[src/rtl/manchester_pkg.sv]
// Shared definitions for the Manchester encoder/decoder.
// Holds the TX and RX state enums, the line-polarity constants and a helper
// that maps a logical bit to its two half-bit line levels.
package manchester_pkg;

  typedef enum logic [1:0] {
    TX_IDLE,
    TX_START,
    TX_DATA,
    TX_GUARD
  } tx_state_t;

  typedef enum logic [1:0] {
    RX_IDLE,
    RX_START,
    RX_DATA
  } rx_state_t;

  localparam int POL_IEEE   = 0;
  localparam int POL_THOMAS = 1;

  // Returns {first_half, second_half} for one encoded bit.
  // IEEE: 0 -> high,low and 1 -> low,high. Thomas is the inverse.
  function automatic logic [1:0] man_halves(input logic value, input int pol);
    logic [1:0] h;
    h = value ? 2'b01 : 2'b10;
    if (pol == POL_THOMAS) begin
      h = ~h;
    end
    return h;
  endfunction

endpackage

[src/rtl/manchester_rx.sv]
// Manchester receive path.
// Synchronises the external line, detects the rising edge that opens a frame,
// samples the decoder input in the middle of every half-bit, checks the start
// bit and each data bit for code violations and assembles the word MSB first.
// Ports:
//   clk, rst_n : clock and asynchronous active-low reset
//   rx_in      : asynchronous external Manchester line
//   rx_sync    : synchronised copy of rx_in (the parent picks it or its own TX line)
//   dec_in     : decoder input chosen by the parent
//   rx_data    : last decoded word, held until the next rx_valid
//   rx_valid   : one-cycle pulse when rx_data is updated
//   rx_err     : one-cycle pulse on a code violation
module manchester_rx
  import manchester_pkg::*;
#(
  parameter int DATA_W   = 8,
  parameter int HALF_CYC = 4,
  parameter int POLARITY = POL_IEEE
) (
  input  logic              clk,
  input  logic              rst_n,
  input  logic              rx_in,
  output logic              rx_sync,
  input  logic              dec_in,
  output logic [DATA_W-1:0] rx_data,
  output logic              rx_valid,
  output logic              rx_err
);

  localparam int CNT_W = $clog2(HALF_CYC);
  localparam int BIT_W = (DATA_W > 1) ? $clog2(DATA_W) : 1;
  localparam logic [CNT_W-1:0] CNT_LAST   = CNT_W'(HALF_CYC - 1);
  localparam logic [CNT_W-1:0] WAIT_FIRST = CNT_W'(HALF_CYC / 2 - 1);
  localparam logic [BIT_W-1:0] BIT_LAST   = BIT_W'(DATA_W - 1);

  logic [1:0]        sync;
  logic              prev;
  logic              rise;
  logic              dec_bit;
  logic [DATA_W:0]   shifted;

  rx_state_t         state, state_n;
  logic [CNT_W-1:0]  wait_cnt, wait_n;
  logic              second, second_n;
  logic              first_smp, first_n;
  logic [BIT_W-1:0]  bit_cnt, bit_n;
  logic [DATA_W-1:0] shreg, shreg_n;
  logic [DATA_W-1:0] data_n;
  logic              valid_n, err_n;

  // Two-flop synchroniser for the external line, plus a one-cycle delayed
  // copy of the decoder input so a 0 -> 1 transition can be seen.
  always_ff @(posedge clk or negedge rst_n) begin
    if (!rst_n) begin
      sync <= 2'b00;
      prev <= 1'b0;
    end else begin
      sync <= {sync[0], rx_in};
      prev <= dec_in;
    end
  end

  assign rx_sync = sync[1];
  assign rise    = dec_in & ~prev;

  // A pair decodes to 1 exactly when it matches the half pattern of a 1
  // for the configured polarity.
  assign dec_bit = ({first_smp, dec_in} == man_halves(1'b1, POLARITY));
  assign shifted = {shreg, dec_bit};

  // RX state register and output pulses.
  always_ff @(posedge clk or negedge rst_n) begin
    if (!rst_n) begin
      state     <= RX_IDLE;
      wait_cnt  <= '0;
      second    <= 1'b0;
      first_smp <= 1'b0;
      bit_cnt   <= '0;
      shreg     <= '0;
      rx_data   <= '0;
      rx_valid  <= 1'b0;
      rx_err    <= 1'b0;
    end else begin
      state     <= state_n;
      wait_cnt  <= wait_n;
      second    <= second_n;
      first_smp <= first_n;
      bit_cnt   <= bit_n;
      shreg     <= shreg_n;
      rx_data   <= data_n;
      rx_valid  <= valid_n;
      rx_err    <= err_n;
    end
  end

  // RX next-state logic. wait_cnt counts down to the next sample point; the
  // first sample sits half a half-bit after the opening edge and every later
  // one a full half-bit after the previous. 'second' marks the second sample
  // of a pair. Any violation drops the partial word and re-arms edge search.
  always_comb begin
    state_n  = state;
    wait_n   = wait_cnt;
    second_n = second;
    first_n  = first_smp;
    bit_n    = bit_cnt;
    shreg_n  = shreg;
    data_n   = rx_data;
    valid_n  = 1'b0;
    err_n    = 1'b0;
    case (state)
      RX_IDLE: begin
        if (rise) begin
          state_n  = RX_START;
          wait_n   = WAIT_FIRST;
          second_n = 1'b0;
        end
      end
      RX_START: begin
        if (wait_cnt != '0) begin
          wait_n = wait_cnt - CNT_W'(1);
        end else begin
          wait_n = CNT_LAST;
          if (!second) begin
            if (dec_in) begin
              second_n = 1'b1;
            end else begin
              err_n   = 1'b1;
              state_n = RX_IDLE;
            end
          end else if (!dec_in) begin
            state_n  = RX_DATA;
            second_n = 1'b0;
            bit_n    = '0;
          end else begin
            err_n   = 1'b1;
            state_n = RX_IDLE;
          end
        end
      end
      RX_DATA: begin
        if (wait_cnt != '0) begin
          wait_n = wait_cnt - CNT_W'(1);
        end else begin
          wait_n = CNT_LAST;
          if (!second) begin
            first_n  = dec_in;
            second_n = 1'b1;
          end else if (first_smp == dec_in) begin
            err_n   = 1'b1;
            state_n = RX_IDLE;
          end else begin
            second_n = 1'b0;
            shreg_n  = shifted[DATA_W-1:0];
            if (bit_cnt == BIT_LAST) begin
              data_n  = shifted[DATA_W-1:0];
              valid_n = 1'b1;
              state_n = RX_IDLE;
            end else begin
              bit_n = bit_cnt + BIT_W'(1);
            end
          end
        end
      end
      default: begin
        state_n = RX_IDLE;
      end
    endcase
  end

endmodule

[src/rtl/manchester_codec.sv]
// Parametrised Manchester encoder/decoder.
// The encoder serialises DATA_W-bit words into frames of a start bit, the
// data bits MSB first and a two half-bit low guard. The decoder recovers
// frames from rx_in, or from the encoder's own line when loopback is set.
// Ports:
//   clk, rst_n         : clock and asynchronous active-low reset
//   tx_data, tx_valid  : word to send and its qualifier
//   tx_ready           : high while the encoder is idle and can take a word
//   tx_out             : registered Manchester line, idles low
//   rx_in              : asynchronous external Manchester line
//   loopback           : 1 feeds tx_out straight into the decoder
//   rx_data, rx_valid  : decoded word and its one-cycle strobe
//   rx_err             : one-cycle code-violation pulse
module manchester_codec
  import manchester_pkg::*;
#(
  parameter int DATA_W   = 8,
  parameter int HALF_CYC = 4,
  parameter int POLARITY = POL_IEEE
) (
  input  logic              clk,
  input  logic              rst_n,
  input  logic [DATA_W-1:0] tx_data,
  input  logic              tx_valid,
  output logic              tx_ready,
  output logic              tx_out,
  input  logic              rx_in,
  input  logic              loopback,
  output logic [DATA_W-1:0] rx_data,
  output logic              rx_valid,
  output logic              rx_err
);

  localparam int CNT_W = $clog2(HALF_CYC);
  localparam int BIT_W = (DATA_W > 1) ? $clog2(DATA_W) : 1;
  localparam logic [CNT_W-1:0] CNT_LAST = CNT_W'(HALF_CYC - 1);
  localparam logic [BIT_W-1:0] BIT_LAST = BIT_W'(DATA_W - 1);
  // The start bit is the logical value this polarity sends high-first,
  // so it always appears on the line as high then low.
  localparam logic START_BIT = (POLARITY == POL_IEEE) ? 1'b0 : 1'b1;

  tx_state_t         state, state_n;
  logic [CNT_W-1:0]  cnt, cnt_n;
  logic              phase, phase_n;
  logic [BIT_W-1:0]  bit_idx, bit_idx_n;
  logic [DATA_W-1:0] shreg, shreg_n;
  logic              line, line_n;
  logic [1:0]        start_h, data_h;
  logic              rx_sync;
  logic              dec_in;

  // TX state register. The line level is registered alongside the state so
  // tx_out never passes through combinational logic on its way to the pin.
  always_ff @(posedge clk or negedge rst_n) begin
    if (!rst_n) begin
      state   <= TX_IDLE;
      cnt     <= '0;
      phase   <= 1'b0;
      bit_idx <= '0;
      shreg   <= '0;
      line    <= 1'b0;
    end else begin
      state   <= state_n;
      cnt     <= cnt_n;
      phase   <= phase_n;
      bit_idx <= bit_idx_n;
      shreg   <= shreg_n;
      line    <= line_n;
    end
  end

  // TX next-state logic. cnt runs through one half-bit, phase selects the
  // first or second half of the current bit, and a bit boundary is the end
  // of a second half. The current data bit is always the shift register MSB.
  // The line level is derived from the next-state values so the first high
  // half of the start bit appears on the cycle after acceptance.
  always_comb begin
    state_n   = state;
    cnt_n     = cnt;
    phase_n   = phase;
    bit_idx_n = bit_idx;
    shreg_n   = shreg;
    line_n    = 1'b0;
    case (state)
      TX_IDLE: begin
        cnt_n   = '0;
        phase_n = 1'b0;
        if (tx_valid) begin
          shreg_n   = tx_data;
          bit_idx_n = BIT_LAST;
          state_n   = TX_START;
        end
      end
      TX_START, TX_DATA, TX_GUARD: begin
        if (cnt == CNT_LAST) begin
          cnt_n   = '0;
          phase_n = ~phase;
          if (phase) begin
            if (state == TX_START) begin
              state_n = TX_DATA;
            end else if (state == TX_DATA) begin
              shreg_n = shreg << 1;
              if (bit_idx == '0) begin
                state_n = TX_GUARD;
              end else begin
                bit_idx_n = bit_idx - BIT_W'(1);
              end
            end else begin
              state_n = TX_IDLE;
            end
          end
        end else begin
          cnt_n = cnt + CNT_W'(1);
        end
      end
      default: begin
        state_n = TX_IDLE;
      end
    endcase

    start_h = man_halves(START_BIT, POLARITY);
    data_h  = man_halves(shreg_n[DATA_W-1], POLARITY);
    case (state_n)
      TX_START: line_n = phase_n ? start_h[0] : start_h[1];
      TX_DATA:  line_n = phase_n ? data_h[0] : data_h[1];
      default:  line_n = 1'b0;
    endcase
  end

  assign tx_ready = (state == TX_IDLE);
  assign tx_out   = line;

  // The loopback path takes the already-registered TX line directly, so it
  // skips the synchroniser latency of the external input.
  assign dec_in = loopback ? line : rx_sync;

  manchester_rx #(
    .DATA_W   (DATA_W),
    .HALF_CYC (HALF_CYC),
    .POLARITY (POLARITY)
  ) u_rx (
    .clk      (clk),
    .rst_n    (rst_n),
    .rx_in    (rx_in),
    .rx_sync  (rx_sync),
    .dec_in   (dec_in),
    .rx_data  (rx_data),
    .rx_valid (rx_valid),
    .rx_err   (rx_err)
  );

endmodule

[config.mk]
export PLATFORM = sky130hd
export DESIGN_NAME = manchester_codec
export DESIGN_NICKNAME = d
export VERILOG_FILES = /design/src/rtl/manchester_pkg.sv /design/src/rtl/manchester_rx.sv /design/src/rtl/manchester_codec.sv
export SDC_FILE = /design/constraint.sdc
export NUM_CORES = 1
export LEC_CHECK = 0
export ABC_AREA = 1
export CAP_MARGIN = 5
export CORE_MARGIN = 3
export CORE_UTILIZATION = 50
export DETAILED_ROUTE_END_ITERATION = 8
export PLACE_DENSITY = 0.72
export SYNTH_ARGS = -nofsm -noshare
export SYNTH_HDL_FRONTEND = slang
export SYNTH_SLANG_ARGS = --single-unit
[constraint.sdc]
create_clock -name clk -period 2.5 [get_ports clk]
set_input_delay 0.5 -clock clk [delete_from_list [all_inputs] [get_ports clk]]
set_output_delay 0.5 -clock clk [all_outputs]
set_load 0.02 [all_outputs]
### Word level (Yosys, flattened, before mapping)

Index checks and enable logic that the tools add are counted.

| cells by class | value |
|---|---|
| magnitude comparators | 0 |
| div/mod/pow operators | 0 |
| equality and inequality tests | 27 |
| mux-type cells | 67 |
| reduce and logical (&&, ||, !) cells | 18 |
| bitwise logic cells | 6 |
| add/sub/neg operators | 4 |
| shift-type cells | 0 |
| $mul | 0 |

Operator list:

| cell | count |
|---|---|
| 8-bit two-way mux | 5 |
| 3-bit two-way mux | 13 |
| 2-bit two-way mux | 18 |
| 2-bit inequality test, second input constant | 11 |
| 1-bit two-way mux | 20 |
| 8-bit case mux with 2 select lines | 1 |
| 2-bit case mux with 2 select lines | 3 |
| 3-bit case mux with 2 select lines | 2 |
| 6-bit AND reduction | 2 |
| 2-bit equality test, second input constant | 5 |
| 5-bit AND reduction | 2 |
| 2-bit by 1-bit equality test with 1-bit output, second input constant | 4 |
| 4-bit AND reduction | 2 |
| 8-bit AND reduction | 1 |
| 2-bit by 1-bit inequality test with 1-bit output, second input constant | 3 |
| 1-bit case mux with 2 select lines | 3 |
| 2-bit case mux with 3 select lines | 1 |
| 2-bit nonzero test | 3 |
| 1-bit inverter | 5 |
| 2-bit zero test | 2 |
| 3-bit by 1-bit adder with 3-bit output, second input constant | 1 |
| 3-bit equality test, second input constant | 1 |
| 3-bit zero test | 1 |
| 3-bit by 1-bit inequality test with 1-bit output, second input constant | 1 |
| other kinds (12) | 12 |

| storage, ports and cells | value |
|---|---|
| bits in latches | 0 |
| register bits after elaboration | 46 |
| bits in writable memories | 0 |
| output and inout port bits | 12 |
| ROM bits | 0 |
| memories kept | 0 |
| logic and storage cells | 140 |

### Logic depth before layout (Yosys ltp)

| depth | value |
|---|---|
| depth after elaboration | 9 |
| mapped depth | 14 |
| depth with buffers taken out | 13 |

### Cells and area by module

A second synthesis with hierarchy kept.

| unflattened totals | value |
|---|---|
| cell total of the unflattened synthesis | 282 |
| area total of the unflattened synthesis | 2,506.2 µm² |

Modules (own cells, without submodules):

| module | times used | cells each | area an instance (µm²) |
|---|---|---|---|
| manchester_rx | 1 | 165 | 1,473.9 |
| manchester_codec | 1 | 117 | 1,032.2 |

### Least setup slack after synthesis

Ideal clock, no wire load.

| path | value |
|---|---|
| path kind | reg2reg |
| from | reg state[1] |
| to | reg line (netlist: tx_out) |
| library setup time | 0.071 ns |
| setup slack | 0.514 ns |
| buffers on the path | 1 |
| cell stages (with the launch flop) | 13 |
| data arrival time | 1.914 ns |
| period minus slack after synthesis | 1.986 ns |
| data required time | 2.429 ns |
| cell sequence | dfrtp_1 > inv_1 > ha_1 > buf_6 > clkinv_2 > nor2_2 > inv_1 > o21ai_0 > inv_1 > ha_1 > inv_1 > nand2_1 > nor2_1 |

RTL lines:

| item | line | source |
|---|---|---|
| from (decl) | manchester_codec.sv:42 | `tx_state_t state, state_n;` |
| from (signal assigned) | manchester_codec.sv:63 | `state <= state_n;` |
| 2-bit zero test * | - |  |
| net tx_ready | manchester_codec.sv:25 | `output logic tx_ready,` |
| 2-bit case mux with 2 select lines * | manchester_codec.sv:84 | `case (state)` |
| net state_n[0] | manchester_codec.sv:42 |  |
| 2-bit equality test or 2-bit by 1-bit equality test with 1-bit output (tied branches) | manchester_codec.sv:123 | `case (state_n)` |
| 1-bit case mux with 2 select lines * | manchester_codec.sv:123 |  |
| net line_n | manchester_codec.sv:47 | `logic line, line_n;` |
| to (signal assigned) | manchester_codec.sv:68 | `line <= line_n;` |
| to (decl) | manchester_codec.sv:47 |  |

The timed path passes the listed nets; every way through them passes the cells marked *. The select of a mux whose other input is x is not followed.
A chain may end at the register's enable or synchronous reset.

### Worst setup path in the final report

| path | value |
|---|---|
| from | reg state[1] |
| to | out tx_ready |

| between the ends | value |
|---|---|
| cells in the longest elaborated chain, start to end | 1 |

RTL lines:

| item | line | source |
|---|---|---|
| 2-bit zero test | manchester_codec.sv:130 | `assign tx_ready = (state == TX_IDLE);` |
| to (decl) | manchester_codec.sv:25 |  |

Every way passes these cells.

==> flow_summary.toml <==
[run_status]
status = "finished clean"

[critical_path]
setup.worst_path.start = "state[1]$_DFF_PN0_"
r2r-end = "tx_out$_DFF_PN0_"
rr_startpoint = "state[1]$_DFF_PN0_"
cpLargestDelayFamily = "buffers and inverters"
r2r_setup_slack_ns = 0.44
crit_path_end_kind = "output port"
startpoint_type = "register"
r2r_cells = 11
cp_cell_sequence = "inv_1 > ha_1 > clkdlybuf4s50_1"
crit_fanout = 4
cp_num_cells = 3
crit_type = "reg -> out"
crit_path_max_incr_delay_ns = 0.63
crit_buf_inv = 2
crit_path_end = "tx_ready"
required_ns = 2.00
cp.arrival_ns = 1.67
cp_slowest_cell = "clkdlybuf4s50_1"

[placement]
hpwl_um = 2961
io_buffers = 24
gp_congestion = 0.9171

[synthesis]
syn_avg_cell_area_sq_um = 8.829
synth.yosys.seq_area_share_pct = 49.38
synth_warnings = 0
syn-num-nets = 294
ys_types = 27
netlist_instances = 264
mappedNetlistArea_sq_um = 2331
ys_seq_elements = 46

[final_layout]
final_common_cell = "nand2_1"
final_cell_mix = "57 x nand2_1, 46 x dfrtp_1, 41 x inv_1"
synthToLayoutAreaGrowth_pct = 16.75
final_util_pct = 61.65
n_antenna_cell = 0
drive_above_1_share_pct = 13.13
layout.nets = 326
fill_cells = 401

[routing]
vias_per_cell = 4.986
ant_nets = 0
wl_um = 3986
via_count = 1740
drt_pass1_iterations = 6
top_layer_used = "met4"
drt_iter0_markers = 95
dr_wl_met2_um = 1883
wl_met3_um = 143
post_drt_wl_per_cell_um = 11.42
wl_met1_um = 1896
drc = 0

[clock_network]
clk_latency_ns = 0.30
cts_tree = "yes"
hold_buffers = 0
ctsResizeCount = 0
clk_pin_slew_worst_paths_ns = 0.09
cts_buffers = 5
cts-root-buf = "clkbuf_8"
cts_num_sinks = 46
cts_buffer_depth = 2
post_cts_buffers = 0
ctsHtreeMaxLevel = 2

[global_route]
grt_pass1_wl_um = 7051
grt_pass1_vias = 1641
antenna_found_initial = 0
grt_max_degree = 47
grt_remaining_overflow = 0
grt_util_all_layers_pct = 16.72

[die]
die_y_um = 74.28
die_w_um = 74.28
die_area_sq_um = 5518
fp-row-count = 24
coreArea_sq_um = 4414
initial_utilization_pct = 52.81
ios = 25

[timing]
slew_headroom_pct = 61.28
fmax_ghz = 0.4612
clock_skew_ns = 0.008097
drv_slew = 0
setup_violations = 0
rsz0062_at_grt = "false"
tightest_slew_ns = 0.5765
finalCritPeriodShare_pct = 86.72
fin_setup_tns_ns = 0
hold_viol = 0
fin_crit_ns = 2.168

[power]
p_sw_share_pct = 39.26
power_frac_comb_pct = 39.8
switching_power_mw = 0.9614
powerDensity_nw_per_um2 = 899.8
p_leak_nw = 1.301
vdd_drop_max_v = 0.0005352
p_clk_share_pct = 18.6
internal_power_mw = 1.487
p_seq_share_pct = 41.6

[min_path]
min_path_type = "in -> async"

[run]
maxCapViolations = 0
## state kept, by name (all words and copies together) (netlist names)
signal / cells
bit_idx: 3
cnt: 2
phase: 1
shreg: 8
state: 2
tx_out: 1
u_rx.bit_cnt: 3
u_rx.first_smp: 1
u_rx.prev: 1
u_rx.rx_data: 8
u_rx.rx_err: 1
u_rx.rx_valid: 1
u_rx.second: 1
u_rx.shreg: 7
u_rx.state: 2
u_rx.sync: 2
u_rx.wait_cnt: 2
## layout make-up
type / count / area, sq um / area share [%]
clock buffers: 5 / 68.82 / 2.529
clock inverters: 3 / 21.27 / 0.7816
inverters: 45 / 170.2 / 6.253
multi-input cells: 169 / 972.2 / 35.72
flip-flops and latches: 46 / 1151 / 42.30
well taps: 52 / 65.06 / 2.391
repair buffers: 29 / 272.8 / 10.02
## worst min-delay path by stage
stage               slack (ns)                      to
global placement          0.33  u_rx.sync[1]$_DFF_PN0_
detailed placement        0.33  u_rx.sync[1]$_DFF_PN0_
floorplan                 0.20  bit_idx[0]$_DFFE_PN0P_
CTS                       0.29    shreg[4]$_DFFE_PN0P_
global route              0.32    shreg[4]$_DFFE_PN0P_
finish                    0.27    shreg[4]$_DFFE_PN0P_
## cell usage after synthesis, drive strengths merged
| cell type | n | share of area [%] |
|---|---|---|
| o21ai | 43 | 11 |
| inv | 44 | 7.1 |
| a211oi | 1 | 0.32 |
| ha | 17 | 9.1 |
| a21boi | 1 | 0.32 |
| o31ai | 1 | 0.32 |
| clkbuf | 1 | 0.16 |
| o211ai | 2 | 0.64 |
| nand2 | 61 | 10 |
| clkinv | 1 | 0.21 |
| or2 | 1 | 0.27 |
| nor2 | 23 | 4.2 |
| a21oi | 4 | 0.86 |
| buf | 3 | 1.4 |
| a31oi | 1 | 0.27 |
| dfrtp | 46 | 49 |
| nor4 | 1 | 0.91 |
| xor2 | 1 | 0.38 |
| nand3 | 10 | 2.4 |
| nor3 | 2 | 0.43 |
## per-stage QoR
step                hold WS (ns)  setup slack, ns  cells  power, mW  area (sq um)
global placement          0.3346           0.2852    341      1.967          2631
CTS                       0.2891           0.3097    349      2.476          2721
detailed placement        0.3347           0.2657    341      2.010          2631
global route              0.3152           0.2017    349      2.683          2721
floorplan                 0.2044           0.5145    264      1.758          2331
finish                    0.2651           0.3320    349      2.449          2721
## power by group through the flow
| stage | Clock [mW] | Combinational (mW) | Sequential (mW) |
|---|---|---|---|
| final | 0.455 | 0.976 | 1.02 |
| after global routing | 0.502 | 1.14 | 1.04 |
| after CTS | 0.472 | 0.985 | 1.02 |
| after detailed placement | 0 | 0.979 | 1.03 |
| after global placement | 0 | 0.943 | 1.02 |
| after floorplan | 0 | 0.741 | 1.02 |
## layer usage
layer | vias up | track usage (%)
met5 | - | 0
met4 | 0 | 8.300
met3 | 7 | 2.838
met2 | 42 | 26.97
met1 | 799 | 21.83
li1 | 892 | -
## logic make-up after synthesis
group                      Yosys count  synth area share [%]
DFF                                 46                 49.38
and+or+nand+nor                     98                 18.46
adders and majority gates           17                 9.125
xor gates and xnor gates             1                0.3758
buffers and inverters               49                 8.910
AOI/OAI and AO/OA                   53                 13.74
Power figures use the tool's default switching activity.
